**src/rtl/apb_controller.sv**
```systemverilog
// rtl/apb_controller.sv - AHB-to-APB bridge master sequencing APB SETUP/ENABLE phases
//
// Samples AHB address/control, decodes one of four 64 MB APB windows at
// 0x8000_0000, and drives one APB transfer per accepted AHB transfer.
// Ports:
//   clk, Hresetn                 clock, synchronous active-low reset
//   Htrans, Hwrite, Haddr,
//   Hwdata, Hreadyin             AHB request side
//   Hreadyout, Hrdata, Hresp     AHB response side
//   Pselx, Penable, Pwrite,
//   Paddr, Pwdata, Prdata        APB master side
module apb_controller (
  input  logic        clk,
  input  logic        Hresetn,
  input  logic [1:0]  Htrans,
  input  logic        Hwrite,
  input  logic [31:0] Haddr,
  input  logic [31:0] Hwdata,
  input  logic        Hreadyin,
  output logic        Hreadyout,
  output logic [31:0] Hrdata,
  output logic [1:0]  Hresp,
  output logic [3:0]  Pselx,
  output logic        Penable,
  output logic        Pwrite,
  output logic [31:0] Paddr,
  output logic [31:0] Pwdata,
  input  logic [31:0] Prdata
);

  typedef enum logic [2:0] {
    S_IDLE, S_WWAIT, S_READ, S_RENABLE, S_WRITE, S_WENABLE
  } state_t;

  state_t      state, state_next;
  logic        valid;
  logic        can_sample;
  logic        sample;
  logic [3:0]  sel_dec;

  // Only NONSEQ/SEQ into the 0x8xxx_xxxx region start an APB transfer.
  assign valid      = Hreadyin && (Htrans inside {2'b10, 2'b11}) && (Haddr[31:28] == 4'h8);
  assign can_sample = (state == S_IDLE) || (state == S_RENABLE) || (state == S_WENABLE);
  assign sample     = valid && can_sample;
  assign sel_dec    = 4'b0001 << Haddr[27:26];
  assign Hresp      = 2'b00;

  always_ff @(posedge clk) begin
    if (!Hresetn) begin
      state  <= S_IDLE;
      Pselx  <= 4'b0000;
      Pwrite <= 1'b0;
      Paddr  <= 32'h0;
      Pwdata <= 32'h0;
    end else begin
      state <= state_next;
      if (sample) begin
        Pselx  <= sel_dec;
        Paddr  <= Haddr;
        Pwrite <= Hwrite;
      end else if (can_sample) begin
        // Nothing new after an ENABLE cycle: release the slave select.
        Pselx <= 4'b0000;
      end
      // The AHB data phase of a write coincides with the WWAIT cycle.
      if (state == S_WWAIT) begin
        Pwdata <= Hwdata;
      end
    end
  end

  always_comb begin
    state_next = state;
    Hreadyout  = 1'b1;
    Penable    = 1'b0;
    Hrdata     = 32'h0;
    case (state)
      S_IDLE: begin
        if (sample) state_next = Hwrite ? S_WWAIT : S_READ;
      end
      S_WWAIT: begin
        Hreadyout  = 1'b0;
        state_next = S_WRITE;
      end
      S_READ: begin
        Hreadyout  = 1'b0;
        state_next = S_RENABLE;
      end
      S_RENABLE: begin
        Penable    = 1'b1;
        Hrdata     = Prdata;
        state_next = sample ? (Hwrite ? S_WWAIT : S_READ) : S_IDLE;
      end
      S_WRITE: begin
        Hreadyout  = 1'b0;
        state_next = S_WENABLE;
      end
      S_WENABLE: begin
        Penable    = 1'b1;
        state_next = sample ? (Hwrite ? S_WWAIT : S_READ) : S_IDLE;
      end
      default: state_next = S_IDLE;
    endcase
  end

endmodule

```
**config.mk**
```make
export PLATFORM = sky130hd
export DESIGN_NAME = apb_controller
export DESIGN_NICKNAME = d
export VERILOG_FILES = /design/src/rtl/apb_controller.sv
export SDC_FILE = /design/constraint.sdc
export NUM_CORES = 1
export LEC_CHECK = 0
export ABC_AREA = 1
export CAP_MARGIN = 0
export CORE_MARGIN = 3
export CORE_UTILIZATION = 36
export CTS_BUF_LIST = sky130_fd_sc_hd__clkbuf_4 sky130_fd_sc_hd__clkbuf_8
export DETAILED_ROUTE_END_ITERATION = 8
export GPL_ROUTABILITY_DRIVEN = 0
export HOLD_SLACK_MARGIN = 0.08
export PLACE_DENSITY = 0.83
export SYNTH_ARGS = -nofsm -noshare
export SYNTH_HDL_FRONTEND = slang
export SYNTH_SLANG_ARGS = --single-unit
```
**constraint.sdc**
```tcl
create_clock -name clk -period 1.58 [get_ports clk]
set_clock_uncertainty 0.05 [all_clocks]
set_input_delay 0.158 -clock clk [delete_from_list [all_inputs] [get_ports clk]]
set_output_delay 0.158 -clock clk [all_outputs]
set_load 0.01 [all_outputs]
```
==> results by group <==
Run status
  • Status: completed

Critical path
  • R2r startpoint: state[0]$_SDFFE_PN0P_
  • Crit path cell chain: inv_2 > nand3_2 > buf_12 > nor2_1 > dlygate4sd2_1
  • CP Capture Type: primary output
  • Worst EP arrival: around 1.3 ns
  • RR Endpoint: Paddr[0]$_SDFFE_PN0P_
  • CP Class: reg2out
  • Worst EP required: 1.37 ns
  • Crit start category: register
  • R2R depth: 9
  • Critical-path top delay cell: dfxtp_1
  • Worst R2R Setup Slack: between 0.1 and 0.15 ns
  • Slowest stage delay, CP: ~0.32 ns
  • Crit-path max FO: 34

Logic synthesis
  • Ys flop type: dfxtp_1
  • Syn. warnings: 0
  • Synth unique cells: 22
  • Average size of a mapped cell: 7.20 µm²
  • Post-synthesis async set-or-reset flop share: 0
  • Post-synth EDFFs: 0
  • Synth Register Bits: just over 70
  • Cell Area, Synth: a little under 3000 µm²
  • Gate Count Post-Synth: ~400
  • Sequential share of the synthesized area: 0.494

Power
  • Pwr Total: between 0.003 and 0.004 W
  • Max VDD drop: ~450 µV
  • Power Density: about 720 nW/µm²
  • LEAKAGE: approximately 2.1 nW

Worst hold path
  • Worst hold endpoint: Pwdata[25]$_SDFFE_PN0P_
  • Hold Startpoint: Hresetn
  • Worst hold path cell count: 3
  • HP Class: in2reg

STA
  • Fmax: 657 MHz
  • Fin Setup TNS: 0 ns
  • Final hold viol count: 0
  • Final setup vio count: 0
  • Min Clock Period, post-route: about 1.5 ns
  • Crit share post-route: 0.964
  • Unrepaired setup endpoints after global routing: yes
  • Slew Limit Fails: 0

CTS
  • Clock root buffer: clkbuf_8
  • Worst-Skew Late Latency: around 0.32 ns
  • # clock sinks: approximately 70
  • CTS buffer count: 9
  • # H-tree levels: 3
  • Clock Pin Slew Worst Setup and Hold Paths: 0.08 ns
  • CTS tree: yes
  • Clk buf depth: 2

Die
  • Die area: between 9000 and 10,000 µm²
  • Number of I/O pins: approximately 210
  • Core Footprint: between 7000 and 8000 µm²
  • Chip height: 96.0 µm
  • Die Wd: 96.0 µm
  • Initial core utilization: 0.374
  • Number of cell rows: 32

Route
  • Met3 wire length: approximately 920 µm
  • Drc violations: 0
  • Met1 wire length: roughly 3500 µm
  • Met2 routed WL: roughly 5000 µm
  • Iteration-0 DRC Markers: 80
  • Via density: about 4.5
  • Pre-Repair DR Iteration Count: 4
  • DRT Wirelength: about 9400 µm
  • Remaining antenna violation count: 0
  • Routed vias: roughly 3,200
  • WL/cell: around 13 µm
  • Top Metal Used: met4

Place
  • Post-DP HPWL: roughly 7300 µm
  • Placed Area: between 5000 and 6000 µm²
  • Port buffer count: 203
  • Placed Instances: roughly 700

Job
  • Max cap viols: 0

Cells and area
  • Fin area: 5240 µm²
  • Fin cells: around 720
  • Area Overhead vs Synth: 79.4%
  • Final nets: about 700
  • Antenna Cells: 0
  • Proportion of layout cells with a drive suffix above 1: 0.117
  • Post-layout util: 0.671

GRT
  • Vias in the first global route: 3,216
  • Pin count of the biggest net entering global routing: 66
  • First-pass GRT wire length: ~15,000 µm
  • Global route total overflow: 0
  • Initial antenna violation count: 0
  • Gr usage total: 0.200
layer usage:
layer	vias to the layer above	track usage
li1	1658	-
met3	4	0.0751
met1	1413	0.208
met5	-	0
met4	0	0.0498
met2	135	0.374
cell usage in the layout, fill, tap and decap left out:
master,n
o211ai_1,1
buf_2,3
nor2_1,91
conb_1,2
dlygate4sd2_1,1
o21ai_0,47
nand3_2,2
dfxtp_1,71
nor2_4,2
buf_4,11
nor2_2,2
nand3_1,5
nand2_1,16
buf_6,2
clkbuf_8,12
dfxtp_2,1
nand4_1,5
inv_1,74
and3_1,1
clkinv_2,1
inv_2,3
nand3b_1,1
nand2_2,1
buf_12,4
a21oi_2,1
clkdlybuf4s15_2,1
nand3_4,1
clkdlybuf4s15_1,9
clkdlybuf4s50_1,168
clkinvlp_4,3
a21oi_1,40
clkbuf_2,21
o21ai_1,13
nand2_4,1
cell type report:
class / instances / area [µm²]
Clock inverter: 4 / 27.5
Clock buffer: 12 / 165
Timing Repair Buffer: 220 / 2100
Inverter: 77 / 289
Sequential cell: 72 / 1440
Multi-Input combinational cell: 232 / 1090
Tap cell: 102 / 128
Fill cell: 662 / 2570
critical path, delay by kind of cell (launching register included):
family	cells	cell delay [ns]
DFF	1	0.32
buffers and inverters	3	0.51
and+or+nand+nor	2	0.16
cells in the mapped netlist, types with 3 or more instances:
master    count  area (µm²)
buf_4         5        37.5
a21oi_1      41         205
nand2_1      16        60.1
dfxtp_1      72        1440
o21ai_1      10        50.1
nand3_1       6        30.0
buf_2         3        15.0
nor2_1       94         353
inv_1        75         282
o21ai_0      50         250
clkbuf_1     15        56.3
nand4_1       5        31.3
sequential cells by signal, indices dropped and copies added (netlist names):
signal / flops
state: 3
Paddr: 32
Pselx: 4
Pwrite: 1
Pwdata: 32
kinds of logic (layout without fill, tap and decap cells):
| logic type | count (synthesis) | after routing | share of synthesized area |
|---|---|---|---|
| and+or+nand+nor | 128 | 128 | 0.185 |
| AOI/OAI and AO/OA | 102 | 102 | 0.176 |
| buffers and inverters | 102 | 313 | 0.144 |
| DFF | 72 | 72 | 0.494 |
| other | 1 | 2 | 0.00129 |
report_power, final:
part / total (W) / switching [W] / internal [W]
Clock: 0.00137 / 0.000674 / 0.000697
Sequential: 0.00187 / 0.0000183 / 0.00185
Combinational: 0.000534 / 0.000196 / 0.000338
Total: 0.00377 / 0.000888 / 0.00288
through the flow:
stage	hold slack (ns)	worst slack, ns
6_report	0.169	0.0575
5_1_grt	0.178	-0.000846
4_1_cts	0.160	-0.000663
3_5_place_dp	0.379	-0.0854
3_3_place_gp	0.374	-0.0166
2_1_floorplan	0.254	0.230
worst max-delay path by stage:
stage | start | end | slack [ns] | cells past startpoint
floorplan | state[0]$_SDFFE_PN0P_ | Paddr[15]$_SDFFE_PN0P_ | 0.23 | 8
global placement | Haddr[31] | Paddr[8]$_SDFFE_PN0P_ | -0.02 | 9
detailed placement | Haddr[31] | Paddr[2]$_SDFFE_PN0P_ | -0.09 | 9
CTS | state[2]$_SDFFE_PN0P_ | Hrdata[22] | -0.0007 | 5
global route | state[2]$_SDFFE_PN0P_ | Hrdata[23] | -0.0008 | 5
finish | state[2]$_SDFFE_PN0P_ | Hrdata[15] | 0.06 | 5
repair_timing:
action | 4_1_cts | 5_1_grt
hold buffers | 0 | 0
endpoints found under the setup margin | 34 | 71
gates resized for setup | 46 | 60
setup buffers | 0 | 0
Note: power is estimated with default switching activity, not from simulation.
